===== src/rtl/regfile_wr_arbiter.sv =====
// -----------------------------------------------------------------------------
// regfile_wr_arbiter
//
// Shares the single write port of the register file among NUM_REQ requesters.
// Round-robin arbitration lets the current owner keep the port for up to
// MAX_BURST consecutive transfers while someone else is waiting. With no
// competition the owner keeps the port indefinitely. Each requester uses a
// valid/ready handshake. The write outputs are registered and drive the
// register file write port directly.
//
// Ports:
//   clk_i        clock, rising edge
//   rst_i        asynchronous active-high reset
//   req_valid_i  [NUM_REQ]         per-requester write request
//   req_addr_i   [NUM_REQ*ADDR_W]  packed addresses, requester i at i*ADDR_W
//   req_data_i   [NUM_REQ*DATA_W]  packed data, requester i at i*DATA_W
//   req_ready_o  [NUM_REQ]         one-hot (or zero) accept
//   stall_i      downstream hold, blocks every transfer
//   wr_en_o / wr_addr_o / wr_data_o   registered register-file write port
//   wr_src_o     requester that produced the current write
//   owner_o      current owner (meaningful while busy_o=1)
//   r0_drop_o    (only with REGFILE_WR_ARB_R0_PROTECT_EN) pulse when a
//                write to register 0 was accepted but suppressed
//   busy_o       an owner holds the port
//
// Optional build macro: REGFILE_WR_ARB_R0_PROTECT_EN makes register 0
// read-only. Writes to address 0 still complete the handshake and count
// toward the burst, but they never reach the register file.
// -----------------------------------------------------------------------------
module regfile_wr_arbiter #(
    parameter int NUM_REQ   = 4,
    parameter int ADDR_W    = 4,
    parameter int DATA_W    = 16,
    parameter int MAX_BURST = 4,
    localparam int SRC_W    = (NUM_REQ > 1) ? $clog2(NUM_REQ) : 1
) (
    input  logic                      clk_i,
    input  logic                      rst_i,
    input  logic [NUM_REQ-1:0]        req_valid_i,
    input  logic [NUM_REQ*ADDR_W-1:0] req_addr_i,
    input  logic [NUM_REQ*DATA_W-1:0] req_data_i,
    output logic [NUM_REQ-1:0]        req_ready_o,
    input  logic                      stall_i,
    output logic                      wr_en_o,
    output logic [ADDR_W-1:0]         wr_addr_o,
    output logic [DATA_W-1:0]         wr_data_o,
    output logic [SRC_W-1:0]          wr_src_o,
    output logic [SRC_W-1:0]          owner_o,
`ifdef REGFILE_WR_ARB_R0_PROTECT_EN
    output logic                      r0_drop_o,
`endif
    output logic                      busy_o
);

    localparam int CNT_W = $clog2(MAX_BURST + 1);

    typedef enum logic {
        IDLE = 1'b0,
        OWN  = 1'b1
    } state_e;

    // Unpacked views of the flat request buses
    logic [NUM_REQ-1:0][ADDR_W-1:0] addr_arr;
    logic [NUM_REQ-1:0][DATA_W-1:0] data_arr;

    for (genvar g = 0; g < NUM_REQ; g++) begin : g_unpack
        assign addr_arr[g] = req_addr_i[g*ADDR_W +: ADDR_W];
        assign data_arr[g] = req_data_i[g*DATA_W +: DATA_W];
    end

    // State
    state_e             state_q,     state_d;
    logic [SRC_W-1:0]   owner_q,     owner_d;
    logic [SRC_W-1:0]   rr_ptr_q,    rr_ptr_d;
    logic [CNT_W-1:0]   burst_cnt_q, burst_cnt_d;
    logic               wr_en_q,     wr_en_d;
    logic [ADDR_W-1:0]  wr_addr_q,   wr_addr_d;
    logic [DATA_W-1:0]  wr_data_q,   wr_data_d;
    logic [SRC_W-1:0]   wr_src_q,    wr_src_d;
`ifdef REGFILE_WR_ARB_R0_PROTECT_EN
    logic               r0_drop_q,   r0_drop_d;
`endif

    // Winner selection
    logic [NUM_REQ-1:0] owner_oh;
    logic               others_vld;
    logic               keep_owner;
    logic               win_found;
    logic [SRC_W-1:0]   win_idx;
    logic [SRC_W-1:0]   scan_idx;
    logic [SRC_W-1:0]   next_ptr;

    assign owner_oh   = NUM_REQ'(1) << owner_q;
    assign others_vld = |(req_valid_i & ~owner_oh);
    // The owner may continue while under its burst budget, or beyond it
    // when nobody else is asking.
    assign keep_owner = (state_q == OWN) && req_valid_i[owner_q] &&
                        ((burst_cnt_q < CNT_W'(MAX_BURST)) || !others_vld);

    always_comb begin
        win_found = 1'b0;
        win_idx   = '0;
        scan_idx  = '0;
        if (!stall_i && !rst_i) begin
            if (keep_owner) begin
                win_found = 1'b1;
                win_idx   = owner_q;
            end else begin
                // Scan from the far end back toward rr_ptr so the valid
                // index nearest rr_ptr is the last one written and wins.
                for (int k = NUM_REQ - 1; k >= 0; k--) begin
                    scan_idx = SRC_W'((int'(rr_ptr_q) + k) % NUM_REQ);
                    if (req_valid_i[scan_idx]) begin
                        win_found = 1'b1;
                        win_idx   = scan_idx;
                    end
                end
            end
        end
    end

    assign req_ready_o = win_found ? (NUM_REQ'(1) << win_idx) : '0;
    assign next_ptr    = (win_idx == SRC_W'(NUM_REQ - 1)) ? '0 : win_idx + 1'b1;

    // Next state and registered write port
    always_comb begin
        state_d     = state_q;
        owner_d     = owner_q;
        rr_ptr_d    = rr_ptr_q;
        burst_cnt_d = burst_cnt_q;
        wr_en_d     = 1'b0;
        wr_addr_d   = wr_addr_q;
        wr_data_d   = wr_data_q;
        wr_src_d    = wr_src_q;
`ifdef REGFILE_WR_ARB_R0_PROTECT_EN
        r0_drop_d   = 1'b0;
`endif

        if (win_found) begin
            // A winner always has valid=1, so winning is a transfer.
            wr_en_d   = 1'b1;
            wr_addr_d = addr_arr[win_idx];
            wr_data_d = data_arr[win_idx];
            wr_src_d  = win_idx;
`ifdef REGFILE_WR_ARB_R0_PROTECT_EN
            if (addr_arr[win_idx] == '0) begin
                wr_en_d   = 1'b0;
                r0_drop_d = 1'b1;
            end
`endif
            if (state_q == OWN && win_idx == owner_q) begin
                if (burst_cnt_q != CNT_W'(MAX_BURST))
                    burst_cnt_d = burst_cnt_q + 1'b1;
            end else begin
                state_d     = OWN;
                owner_d     = win_idx;
                burst_cnt_d = CNT_W'(1);
                rr_ptr_d    = next_ptr;
            end
        end else if (!stall_i) begin
            // Idle cycle without a stall releases ownership; a stall
            // leaves everything frozen.
            state_d     = IDLE;
            burst_cnt_d = '0;
        end
    end

    always_ff @(posedge clk_i or posedge rst_i) begin
        if (rst_i) begin
            state_q     <= IDLE;
            owner_q     <= '0;
            rr_ptr_q    <= '0;
            burst_cnt_q <= '0;
            wr_en_q     <= 1'b0;
            wr_addr_q   <= '0;
            wr_data_q   <= '0;
            wr_src_q    <= '0;
`ifdef REGFILE_WR_ARB_R0_PROTECT_EN
            r0_drop_q   <= 1'b0;
`endif
        end else begin
            state_q     <= state_d;
            owner_q     <= owner_d;
            rr_ptr_q    <= rr_ptr_d;
            burst_cnt_q <= burst_cnt_d;
            wr_en_q     <= wr_en_d;
            wr_addr_q   <= wr_addr_d;
            wr_data_q   <= wr_data_d;
            wr_src_q    <= wr_src_d;
`ifdef REGFILE_WR_ARB_R0_PROTECT_EN
            r0_drop_q   <= r0_drop_d;
`endif
        end
    end

    assign wr_en_o   = wr_en_q;
    assign wr_addr_o = wr_addr_q;
    assign wr_data_o = wr_data_q;
    assign wr_src_o  = wr_src_q;
    assign owner_o   = owner_q;
    assign busy_o    = (state_q == OWN);
`ifdef REGFILE_WR_ARB_R0_PROTECT_EN
    assign r0_drop_o = r0_drop_q;
`endif

endmodule


===== config.mk =====
export PLATFORM = sky130hd
export DESIGN_NAME = regfile_wr_arbiter
export DESIGN_NICKNAME = d
export VERILOG_FILES = /design/src/rtl/regfile_wr_arbiter.sv
export SDC_FILE = /design/constraint.sdc
export NUM_CORES = 1
export LEC_CHECK = 0
export ABC_AREA = 1
export CORE_UTILIZATION = 25
export CTS_BUF_LIST = sky130_fd_sc_hd__clkbuf_2 sky130_fd_sc_hd__clkbuf_4 sky130_fd_sc_hd__clkbuf_8
export DETAILED_ROUTE_END_ITERATION = 12
export PLACE_DENSITY = 0.58
export SYNTH_ARGS = -nofsm -noshare
export SYNTH_HDL_FRONTEND = slang
export SYNTH_SLANG_ARGS = --single-unit
export TNS_END_PERCENT = 5

===== constraint.sdc =====
create_clock -name clk_i -period 2.7 [get_ports clk_i]
set_input_delay 0.54 -clock clk_i [delete_from_list [all_inputs] [get_ports clk_i]]
set_output_delay 0.54 -clock clk_i [all_outputs]
set_load 0.01 [all_outputs]

==> implementation parameters, run 1 <==
Parameter                              Value

Status
  Run status    completed

Yosys
  Area of the mapped netlist    2340 µm²
  Primary flip-flop cell chosen by synthesis mapping    dfrtp_1
  Net count after synthesis    441
  Yosys warnings    0
  Proportion of synthesized chip area in sequential cells    0.332
  Number of enable flip-flop cells after synthesis    0
  Cells after Synth    roughly 350
  Largest cells by area after synthesis    dfrtp_1 (33%), nand2_1 (23%), nand3_1 (8.8%)
  Synthesis-stage register bit count    31
  Top post-synthesis cells by count    nand2_1 (142), nand3_1 (41), dfrtp_1 (31), a21oi_2 (20), inv_1 (19)
  Avg Inst Size Synth    around 6.7 µm²
  Synth top area share    0.332
  Proportion of register bits with asynchronous set or reset after synthesis    1.00
  Netlist cell types    25
  Cell type contributing the most total cell area after synthesis    dfrtp_1
  Most instantiated library cell after synthesis    nand2_1

GRT
  Largest net degree at the start of global routing    between 40 and 50
  Global-route wire length before repair    about 13,000 µm
  Tot GR Track Use    0.161
  Antenna violations before repair    0
  Final global-route overflow total    0
  Vias in the first global route    between 2,000 and 3,000

Floorplan
  Die height    98.7 µm
  Cell row count    34
  Horiz. Die Dim    around 100 µm
  Starting utilization of the core area    0.263
  Core region area    between 8000 and 9000 µm²
  Area enclosed by the die boundary    9740 µm²
  Top-Level Pins    117

Clocking
  Root buf cell    clkbuf_8
  Clock insertion delay at the later pin of the skew report    280 ps
  Total clock buffers created by CTS    5
  Clock tree from TritonCTS    done
  Clock-pin transition on the worst setup and hold timing paths    ~60 ps
  Number of H-tree levels    2
  Clk sink count    31
  Clock tree buffer depth    2

Critical path
  CP required    approximately 2200 ps
  Register-to-register setup slack    about 360 ps
  Critical path launch point type    register
  Cell count of the worst reg-to-reg path    16
  Worst setup path category    reg -> out
  Highest fanout seen on the critical path    5
  Worst reg2reg path endpoint    wr_addr_o[1]
  R2r startpoint    rr_ptr_q[0]
  Arrival time of data at the critical path endpoint    between 2000 and 2500 ps
  CP endpoint kind    output pin

Final layout
  Number of antenna diodes    0
  Area of all placed cells without fillers    3990 µm²
  Fraction of layout instances using a drive strength above 1    0.225
  Nets@finish    between 500 and 600
  Filler Cell Count    914
  Area Overhead vs Synth    70.7%

Timing
  Share of the clock period used by the worst path    0.998
  Setup repair after global routing missed its margin    yes
  Min Tclk post-route    approximately 2700 ps
  Worst hold-check slack    between 400 and 500 ps
  Final number of hold-violating endpoints    0
  Measured slew at the worst slew-check pin    approximately 500 ps
  Headroom to the max-slew limit    0.660
  Fmax achieved    371 MHz
  Number of setup violations in the final report    0
  Final Max Slew Viols    0
  Least setup slack across all paths after layout    6.70 ps
  Final setup skew    between 9 and 10 ps

Power and ir drop
  Portion of total power attributed to the clock network    0.117
  Net switching component of the power    1.49 mW
  Comb power frac    0.646
  Part of the total power dissipated in sequential elements    0.237
  Power density over the cells    roughly 880 nW/µm²
  Sw frac    0.425
  Static power due to leakage    roughly 1.9 nW
  Peak ir drop on the vdd network    298 µV
  Total internal power    2.01 mW

Flow run
  Max-cap viol count    0

Place
  Placement-stage worst setup slack    -573 ps
  Number of input and output port buffers inserted    approximately 120
  GPL Wtd Cong    between 0.8 and 0.9
  Area of placed instances    roughly 3700 µm²
  Post-detail-place hpwl    5740 µm

Routing
  DRT antenna net count    0
  1st-iter DRT viols    84
  Residual DRC    0
  Router iterations before antenna repair    4
  Wire length after detailed routing    7810 µm
  Vias per std cell    around 4.6
  Via count    ~2,800
  Average wire per cell in the routed design    ~13 µm

Hold path
  Min-Delay Endpoint    wr_data_o[6]
  Worst hold path type    reg -> reg
  Hold-critical path depth    2
  Hold Crit Start    wr_data_o[6]
-- logic make-up (layout without fill, tap and decap cells) --
kind of cell / Yosys count / after routing / share of synthesized area
AO/OA/AOI/OAI: 55 / 55 / 0.151
XOR/XNOR: 1 / 1 / 0.00375
adder cells (fa/ha/maj): 6 / 6 / 0.0321
buffers and inverters: 43 / 183 / 0.0889
flip-flops: 31 / 31 / 0.332
AND/OR/NAND/NOR: 212 / 212 / 0.392
-- routing by layer --
metal | track usage | vias to the layer above | part of all wire
li1 | - | 1402 | -
met1 | 0.185 | 1251 | 0.43
met2 | 0.282 | 85 | 0.48
met3 | 0.0496 | 13 | 0.068
met4 | 0.0586 | 0 | 0.025
met5 | 0 | - | 0
-- flip-flops by register name, summed over array words and instances (netlist names) --
name         cells
wr_data_o       16
wr_en_o          1
wr_addr_o        4
rr_ptr_q         2
busy_o           1
burst_cnt_q      3
wr_src_o         2
owner_o          2
-- placed cells by master, fill, tap and decap left out, drive strengths merged --
| master | netlist | routed |
|---|---|---|
| a21boi | 1 | 1 |
| a21oi | 31 | 31 |
| buf | 14 | 34 |
| clkbuf | 1 | 10 |
| clkdlybuf4s50 | 0 | 108 |
| dfrtp | 31 | 31 |
| dlygate4sd2 | 0 | 3 |
| ha | 6 | 6 |
| inv | 28 | 28 |
| nand2 | 149 | 149 |
| nand3 | 43 | 43 |
| nand4 | 7 | 7 |
| nor2 | 13 | 13 |
| o21ai | 23 | 23 |
| xor2 | 1 | 1 |
-- per-stage QoR --
stage	TNS, ps	utilization	std cells	total power, mW
5_1_grt	-622	0.449	596	3.81
3_3_place_gp	-3310	0.420	580	2.85
4_1_cts	-41.1	0.433	591	3.32
6_report	0	0.449	596	3.50
3_5_place_dp	-3600	0.420	580	2.85
2_1_floorplan	0	-	348	1.94
-- how the worst max path moves through the flow --
stage,to,slack (ps),cells past startpoint,from
final,req_ready_o[0],7,15,rr_ptr_q[0]
after CTS,req_ready_o[2],-40,16,rr_ptr_q[0]
after detailed placement,req_ready_o[3],-570,15,req_valid_i[0]
after global routing,req_ready_o[3],-180,16,rr_ptr_q[0]
after global placement,req_ready_o[0],-550,13,req_valid_i[3]
after floorplan,req_ready_o[2],280,15,req_valid_i[1]
-- worst max-delay path, cell delays in order, from the launching register on --
cell	delay, ps
dfrtp_2	460
buf_12	160
buf_4	130
nand2_1	60
nand2_1	80
nand2_1	70
nand2_1	60
nand2_2	70
nand2_1	60
nand2_2	80
nand3_4	90
nand2_4	110
ha_2	180
inv_2	30
nor2_1	100
buf_2	150
-- timing repair --
action	4_1_cts	5_1_grt
endpoints found under the setup margin	4	4
buffers inserted	3	4
hold buffers	0	0
gates cloned	0	1
pin swaps	3	18
gates resized for setup	24	31
-- power by group through the flow --
stage          Sequential, mW  Combinational [mW]  Clock (mW)
5_1_grt                 0.859                2.51       0.444
2_1_floorplan           0.892                1.05           0
3_3_place_gp            0.810                2.04           0
4_1_cts                 0.812                2.08       0.423
3_5_place_dp            0.817                2.04           0
6_report                0.828                2.26       0.410
-- cell type report --
class | count | area [µm²] | share of cell area
multi-input cells | 274 | 1450 | 0.364
repair buffers | 147 | 1410 | 0.353
flip-flops and latches | 31 | 779 | 0.195
well taps | 108 | 135 | 0.0339
inverters | 28 | 110 | 0.0276
clock buffers | 8 | 104 | 0.0260
Power figures use the tool's default switching activity.
==> inputs of run 2 (changes only) <==
PLACE_DENSITY = default   (was 0.58)
==> run 2 against run 1 <==
Net effect: the run now ends with negative setup slack left; combinational power fell by 6%; routed wire length is 3.3% lower; sequential share of layout area rose by 0.59 points; flip-flop and latch count unchanged.
==> implementation parameters, run 2 (synthesis results as in run 1) <==
Parameter                              Value

Critical path
  Worst setup path category    reg -> out
  Register-to-register setup slack    ~400 ps
  Cell type group with the largest total delay on the critical path    simple AND/OR/NAND/NOR gates
  Max stage delay on crit path    440 ps
  Worst reg2reg path endpoint    wr_data_o[9]
  Critical path launch point type    register
  CP required    2160 ps
  Slowest-stage cell, CP    dfrtp_2
  CP endpoint kind    output pin
  Arrival time of data at the critical path endpoint    2170 ps
  Cell seen most often among critical-path stages    nand2_1
  Worst Path Buf+Inv    4
  Cell count of the worst reg-to-reg path    18
  Highest fanout seen on the critical path    5
  Chain of cells forming the critical path    buf_6 > nand2_1 > nand2_2 > nand2_2 > nand2_1 > nor2_1 > nand2_1 > nand2_1 > nand2_1 > nand2_2 > nand2_2 > nor2_4 > inv_4 > ha_2 > inv_1 > nor2_2 > buf_2
  R2r startpoint    rr_ptr_q[0]

Timing
  Fmax achieved    approximately 370 MHz
  Worst hold-check slack    484 ps
  Least setup slack across all paths after layout    -7.76 ps
  Final number of hold-violating endpoints    0
  Measured slew at the worst slew-check pin    around 430 ps
  Setup repair after global routing missed its margin    yes
  Final setup skew    slightly below 7 ps
  Min Tclk post-route    2710 ps
  Number of setup violations in the final report    1
  Share of the clock period used by the worst path    1.00
  Headroom to the max-slew limit    0.710
  Final Max Slew Viols    0

Status
  Failing checks    negative setup slack
  Run status    finished, violations left

Routing
  Router iterations before antenna repair    4
  1st-iter DRT viols    a little over 100
  DRT antenna net count    0
  Wire length after detailed routing    roughly 7600 µm
  Via count    2,742
  Vias per std cell    4.62
  Residual DRC    0
  Average wire per cell in the routed design    12.7 µm

Place
  GPL Wtd Cong    about 0.85
  Number of cells after detailed placement    about 580
  Post-detail-place hpwl    between 5000 and 6000 µm
  Number of input and output port buffers inserted    ~120
  Placement-stage worst setup slack    -642 ps

Clocking
  Total clock buffers created by CTS    5
  Clock tree from TritonCTS    done
  Number of H-tree levels    2
  Clock tree buffer depth    2
  Clock-pin transition on the worst setup and hold timing paths    around 60 ps
  Clk sink count    31
  CTS Hold Buffers Added    0
  Root buf cell    clkbuf_8
  Clock insertion delay at the later pin of the skew report    between 200 and 300 ps

Power and ir drop
  Power density over the cells    856 nW/µm²
  Total design power    around 3.3 mW
  Static power due to leakage    between 1.5 and 2 nW
  Peak ir drop on the vdd network    roughly 290 µV

Final layout
  Most common cell after layout, fill and taps aside    nand2_1
  Number of antenna diodes    0
  Area Overhead vs Synth    65.4%
  Fraction of layout instances using a drive strength above 1    0.200
  Core Util, Final    0.435
  Most used cells in the layout excluding fill and tap cells    nand2_1 (137), clkdlybuf4s50_1 (108), nand3_1 (40)
  Flip-flop count of the largest register after layout    16
  Nets@finish    between 500 and 600
  Finished Layout Cells    a little under 600

GRT
  Largest net degree at the start of global routing    38
  Global-route wire length before repair    between 10,000 and 15,000 µm
  Final global-route overflow total    0
  Tot GR Track Use    0.161
  Antenna violations before repair    0
  Vias in the first global route    roughly 2,700

Floorplan
  Top-Level Pins    ~120
  Horiz. Die Dim    approximately 100 µm
  Area enclosed by the die boundary    approximately 9700 µm²
  Cell row count    34
  Die height    about 99 µm
  Starting utilization of the core area    0.263
  Core region area    about 8900 µm²

Hold path
  Hold Crit Start    wr_data_o[8]
  Hold-critical path depth    2
  Min-Delay Endpoint    wr_data_o[8]
  Worst hold path type    reg -> reg

Flow run
  Max-cap viol count    0
run 2: repair_timing:
item	in CTS	in global routing
pin swaps	2	9
endpoints found under the setup margin	4	4
resized for setup	29	9
hold endpoints to repair	0	0
buffers inserted	2	2
cloned	1	0
run 2: area by class of cell:
class	instances	area, µm²
Fill cell	911	5030
Multi-Input combinational cell	274	1390
Timing Repair Buffer	145	1370
Sequential cell	31	778
Tap cell	108	135
Inverter	28	110
Clock buffer	6	82.6
Clock inverter	1	5.00
run 2: how the worst max path moves through the flow:
| stage | end | slack, ps | from | cells past startpoint |
|---|---|---|---|---|
| floorplan | req_ready_o[2] | 280 | req_valid_i[1] | 15 |
| global placement | req_ready_o[1] | -630 | req_valid_i[1] | 15 |
| detailed placement | req_ready_o[1] | -640 | req_valid_i[0] | 15 |
| CTS | req_ready_o[2] | -10 | rr_ptr_q[0] | 16 |
| global route | req_ready_o[0] | -150 | rr_ptr_q[0] | 17 |
| finish | req_ready_o[1] | -8 | rr_ptr_q[0] | 17 |
run 2: where the power goes:
part | internal (mW) | switching [mW] | leakage [nW]
Combinational | 1.02 | 1.10 | 1.40
Clock | 0.200 | 0.163 | 0.0470
Sequential | 0.673 | 0.151 | 0.372
Total | 1.89 | 1.42 | 1.82
run 2: layer usage:
| layer | GRT usage | vias to the layer above | part of all wire |
|---|---|---|---|
| li1 | - | 1394 | - |
| met1 | 0.189 | 1246 | 0.42 |
| met2 | 0.291 | 95 | 0.50 |
| met3 | 0.0397 | 7 | 0.068 |
| met4 | 0.0482 | 0 | 0.011 |
| met5 | 0 | - | 0 |
run 2: through the flow:
step	setup TNS, ps	area, µm²
2_1_floorplan	0	2340
3_3_place_gp	-3180	3730
3_5_place_dp	-3860	3730
4_1_cts	-21.6	3830
5_1_grt	-558	3860
6_report	-7.76	3860
run 2: worst reg2reg max path: stages, from the launching register on:
cell     delay (ps)
dfrtp_2         440
buf_6           140
nand2_1          70
nand2_2          60
nand2_2          70
nand2_1          50
nor2_1          110
nand2_1          80
nand2_1          60
nand2_1          60
nand2_2          70
nand2_2          60
nor2_4          150
inv_4            60
buf_4           130
buf_4           170
nand2_4         220
a21oi_1          70
a21oi_1         160
==> inputs of run 3 (changes only) <==
clock period = 3.4 ns   (was 2.7 ns; I/O delays follow)
==> run 3 against run 2 <==
Net effect: the flow now finishes without violations; critical path depth shrank 2; total power decreased by 26%; worst setup slack better by 210 ps; routed wire length fell by 3.5%; final area fell by 4.0%; final cell count shrank 2.5%; global-route usage fell by 0.39 points; die area unchanged; largest cell class unchanged.
==> implementation parameters, run 3 (synthesis results as in run 1) <==
Parameter                              Value

Clocking
  Number of H-tree levels    2
  Clock tree from TritonCTS    done
  Clock tree buffer depth    2
  Root buf cell    clkbuf_8
  Clk sink count    31
  Total clock buffers created by CTS    5
  Clock insertion delay at the later pin of the skew report    approximately 280 ps
  Clock-pin transition on the worst setup and hold timing paths    60 ps

Final layout
  Area Overhead vs Synth    58.7%
  Most common cell after layout, fill and taps aside    nand2_1
  Number of antenna diodes    0
  Fraction of layout instances using a drive strength above 1    0.143
  Nets@finish    564
  Core Util, Final    0.417
  Most used cells in the layout excluding fill and tap cells    nand2_1 (142), clkdlybuf4s50_1 (109), nand3_1 (41)
  Flip-flop count of the largest register after layout    16

Hold path
  Worst hold path type    reg -> reg
  Hold Crit Start    wr_data_o[8]

Timing
  Final setup skew    between 4 and 5 ps
  Share of the clock period used by the worst path    0.941
  Headroom to the max-slew limit    0.707
  Number of setup violations in the final report    0
  Min Tclk post-route    approximately 3200 ps
  Least setup slack across all paths after layout    just over 200 ps
  Final Max Slew Viols    0
  Fmax achieved    313 MHz
  Final number of hold-violating endpoints    0
  Measured slew at the worst slew-check pin    440 ps
  Setup repair after global routing missed its margin    yes

Routing
  Router iterations before antenna repair    4
  Via count    2,637
  Average wire per cell in the routed design    about 13 µm
  DRT antenna net count    0
  Wire length after detailed routing    roughly 7300 µm
  Vias per std cell    between 4 and 5
  Residual DRC    0
  1st-iter DRT viols    72

Place
  GPL Wtd Cong    0.828
  Post-detail-place hpwl    approximately 5700 µm
  Placement-stage worst setup slack    -222 ps
  Number of input and output port buffers inserted    116

GRT
  Antenna violations before repair    0
  Vias in the first global route    2,644
  Global-route wire length before repair    between 10,000 and 15,000 µm
  Final global-route overflow total    0
  Largest net degree at the start of global routing    38
  Tot GR Track Use    0.157

Floorplan
  Core region area    roughly 8900 µm²
  Starting utilization of the core area    0.263
  Area enclosed by the die boundary    between 9000 and 10,000 µm²
  Die height    between 90 and 100 µm
  Cell row count    34
  Top-Level Pins    ~120
  Horiz. Die Dim    roughly 99 µm

Power and ir drop
  Total internal power    about 1.4 mW
  Comb power frac    0.615
  Net switching component of the power    between 1 and 1.5 mW
  Sw frac    0.436
  Part of the total power dissipated in sequential elements    0.272
  Portion of total power attributed to the clock network    0.113
  Power density over the cells    656 nW/µm²
  Static power due to leakage    about 1.8 nW
  Peak ir drop on the vdd network    approximately 260 µV

Critical path
  Beginning of the critical path    req_valid_i[1]
  Highest fanout seen on the critical path    4
  Critical path launch point type    input pin
  CP endpoint kind    output pin
  Arrival time of data at the critical path endpoint    2520 ps
  CP required    roughly 2700 ps
  Worst setup path category    in -> out
  R2r startpoint    rr_ptr_q[0]

Flow run
  Max-cap viol count    0

Status
  Run status    completed
## run 3: cell count changes in the layout (fill, tap and decap cells not counted), sizes merged
cell	change
clkdlybuf4s50	+1
dlymetal6s2s	+3
dlygate4sd2	-4
clkinv	-1
buf	-16
clkbuf	+2
## run 3: layout make-up
type                    instances  area (µm²)
well taps                     108         135
fillers                       911        5180
repair buffers                131        1260
inverters                      28         108
multi-input cells             274        1350
flip-flops and latches         31         776
clock buffers                   6        76.3
## run 3: worst paths after layout
| path | endpoint | slack (ps) | depth (start not counted) |
|---|---|---|---|
| max | req_ready_o[3] | 200 | 15 |
| min | wr_data_o[8] | 490 | 2 |
| max reg2reg | wr_data_o[7] | 930 | 13 |
| min reg2reg | wr_data_o[8] | 490 | 2 |
| max in group asynchronous | wr_data_o[0] | 2280 | 3 |
| min in group asynchronous | burst_cnt_q[2] | 820 | 3 |
## run 3: what timing repair did
action                                  4_1_cts  5_1_grt
gates resized for setup                       4       14
pin swaps                                     0        1
endpoints found under the setup margin        4        4
endpoints found under the hold margin         0        0
hold buffers                                  0        0
setup buffers                                 0        0
## run 3: critical path: stages
cell and delay [ps]:
clkdlybuf4s50_1 480, inv_1 90, nand2_2 80, nand3_2 90
nand3_1 110, nand2_1 80, nand2_1 60, nand2_1 40
nand2_1 80, nand2_2 70, nor2_4 170, ha_1 170
inv_1 40, nor2_1 110, buf_2 160
## run 3: power by group through the flow
stage	combinational (mW)	clock [mW]	sequential [mW]
floorplan	0.831	0	0.708
global placement	1.51	0	0.666
detailed placement	1.51	0	0.664
CTS	1.52	0.284	0.665
global route	1.67	0.296	0.691
finish	1.50	0.274	0.663
## run 3: per-layer routing
layer	part of all wire	track usage
met3	0.061	0.0411
met1	0.44	0.186
met2	0.49	0.280
met4	0.010	0.0459
met5	0	0
## run 3: through the flow
stage / setup TNS, ps / cell area (µm²) / hold WS [ps] / instances / power, mW
floorplan: 0 / 2340 / 475 / 348 / 1.54
global placement: -698 / 3650 / 463 / 572 / 2.18
detailed placement: -734 / 3650 / 468 / 572 / 2.18
CTS: 0 / 3720 / 490 / 578 / 2.47
global route: -32.1 / 3710 / 517 / 578 / 2.66
finish: 0 / 3710 / 487 / 578 / 2.43
==> RTL change (flow settings as in run 2) <==
Build with the macro `REGFILE_WR_ARB_R0_PROTECT_EN` defined.
--- a/src/rtl/regfile_wr_arbiter.sv
+++ b/src/rtl/regfile_wr_arbiter.sv
@@ -27,6 +27,8 @@
 // read-only. Writes to address 0 still complete the handshake and count
 // toward the burst, but they never reach the register file.
 // -----------------------------------------------------------------------------
+`define REGFILE_WR_ARB_R0_PROTECT_EN
+
 module regfile_wr_arbiter #(
     parameter int NUM_REQ   = 4,
     parameter int ADDR_W    = 4,
Formal check against the unedited RTL (old outputs only; new: r0_drop_o): not equivalent (a bounded check fails within 4 cycles, from zero or initial values and one cycle with rst_i high).
==> RTL change against run 2 <==
- area after synthesis is 6.0% higher
- power is 17% higher
- clock power is 28% higher
- wire length is 8.9% higher
- sequential share of layout area is 1.1 points lower
- design area is 9.5% higher
- register-to-register slack worse by 0.03 ns
- setup slack better by 0.019 ns
- clock skew is 0.0027 ns higher
- sequential cell count is 1 higher
- utilization is 1.5 points higher
- highest routed layer unchanged
- global-route usage is 0.66 points lower
- largest power group unchanged
==> RTL change: results (changes against run 2) <==
Run status
  • Status: finished clean

Placed design
  • IO Port Bufs: 117 (+0.86%)
  • Final HPWL DP: 6.27 mm (+9.0%)
  • DP Area: 3960 um2 (+6.3%)
  • Setup slack at placement: -0.689 ns (-0.0472 ns)
  • Final GP Congestion: 0.854 (+0.47%)

Clock tree
  • Clock tree root driver cell: clkbuf_8
  • TritonCTS Buffers: 5 (unchanged)
  • Max Buffers Root-to-Sink: 2 (unchanged)
  • Htree depth: 2 (unchanged)

Synthesis
  • Area contributors post-synth: dfrtp_1, nand2_1, o21ai_1
  • Synth warn: 0 (unchanged)
  • Ys flop type: dfrtp_1
  • Sequential fraction of the synthesis area: 0.323 (-0.00867)
  • Most frequent cells after synthesis: nand2_1, dfrtp_1, o21ai_1
  • Synth cell types: 29 (+16%)
  • Syn Nets: 447 (+1.4%)
  • Async set-reset flop share out of synthesis: 1.00 (unchanged)

Critical path
  • Reg2reg path depth: 19 (+1)
  • Critical Path Fanout Max: 6 (+1)
  • RR Startpoint: rr_ptr_q[0]
  • Crit path DAT: 2.15 ns (-0.02 ns)
  • CP endpoint: req_ready_o[0]
  • R2r setup slk: 0.38 ns (-0.03 ns)
  • CP top delay family: simple AND/OR/NAND/NOR gates
  • Worst setup path startpoint: owner_o[1]
  • Worst R2R End: wr_en_o

Timing
  • Worst Max-Slew Pin Slew: 0.431 ns (-0.00372 ns)
  • Final Cycle Share: 0.996 (-0.00700)
  • Hold WS: 0.477 ns (-0.00714 ns)
  • Fin Clk Skew: 0.00968 ns (+0.00274 ns)

Finish
  • Diode count: 0 (unchanged)
  • Share of cells above drive strength 1: 0.256 (+0.0565)
  • Max reg flops: 16 (unchanged)
  • Nets@finish: 595 (+2.9%)
  • Filler instances: 936 (+2.7%)

Drt
  • DR iter-0 viols: 80 (-22%)
  • DR pass1 iterations: 4 (unchanged)
  • Detailed Route WL: 8.23 mm (+8.9%)
  • Vias per inst: 4.47 (-3.2%)

Power and ir drop
  • Leakage: 0.00191 uW (+4.9%)
  • VDD IR max: 297 uV (+3.4%)

GRT
  • First-pass GRT wire length: 12.4 mm (-0.83%)
  • Largest net degree at the start of global routing: 33 (-13%)
  • Number of global-route vias before repair: 2661 (-2.2%)
  • Global Route Usage Sum: 0.155 (-0.00663)
[RTL change: cells by family after synthesis]
family / count (synthesis) / synth area share
AOI/OAI and AO/OA: 82 / 0.206
xor gates and xnor gates: 1 / 0.00354
adders and majority gates: 6 / 0.0303
buffers and inverters: 51 / 0.0990
DFF: 32 / 0.323
and+or+nand+nor: 182 / 0.338
[RTL change: power by group]
group / switching, uW / internal, uW
Sequential: 166 / 697
Clock: 181 / 284
Combinational: 1330 / 1220
[RTL change: routing by layer]
metal	track usage	part of all wire	up-vias
met5	0	0	-
met4	0.0312	0.013	0
met3	0.0476	0.074	12
met2	0.271	0.48	96
met1	0.186	0.43	1262
li1	-	-	1458
[RTL change: cell type report]
class,count,area (um2),area share
Multi-Input combinational cell,271,1550,0.365
Timing Repair Buffer,158,1480,0.349
Sequential cell,32,806,0.190
Tap cell,129,161,0.0381
Inverter,34,133,0.0313
Clock buffer,6,76.3,0.0180
Clock inverter,2,35.0,0.00827
[RTL change: how the worst min path moves through the flow]
stage | end | depth (start not counted) | startpoint
after floorplan | wr_data_o[0] | 2 | wr_data_o[0]
after global placement | wr_data_o[12] | 2 | wr_data_o[12]
after detailed placement | wr_data_o[12] | 2 | wr_data_o[12]
after CTS | wr_data_o[12] | 2 | wr_data_o[12]
after global routing | wr_addr_o[2] | 2 | wr_addr_o[2]
final | wr_data_o[12] | 2 | wr_data_o[12]
[RTL change: timing repair]
action	in CTS	in global routing
pin swaps	6	18
setup endpoints to repair	4	4
setup buffers	1	4
hold buffers	0	0
gates resized for setup	35	35
[RTL change: stage by stage]
stage | cells | TNS (ns)
5_1_grt | 632 | -0.362
3_3_place_gp | 619 | -2.45
4_1_cts | 628 | -0.0181
3_5_place_dp | 619 | -3.12
6_report | 632 | 0
2_1_floorplan | 354 | 0
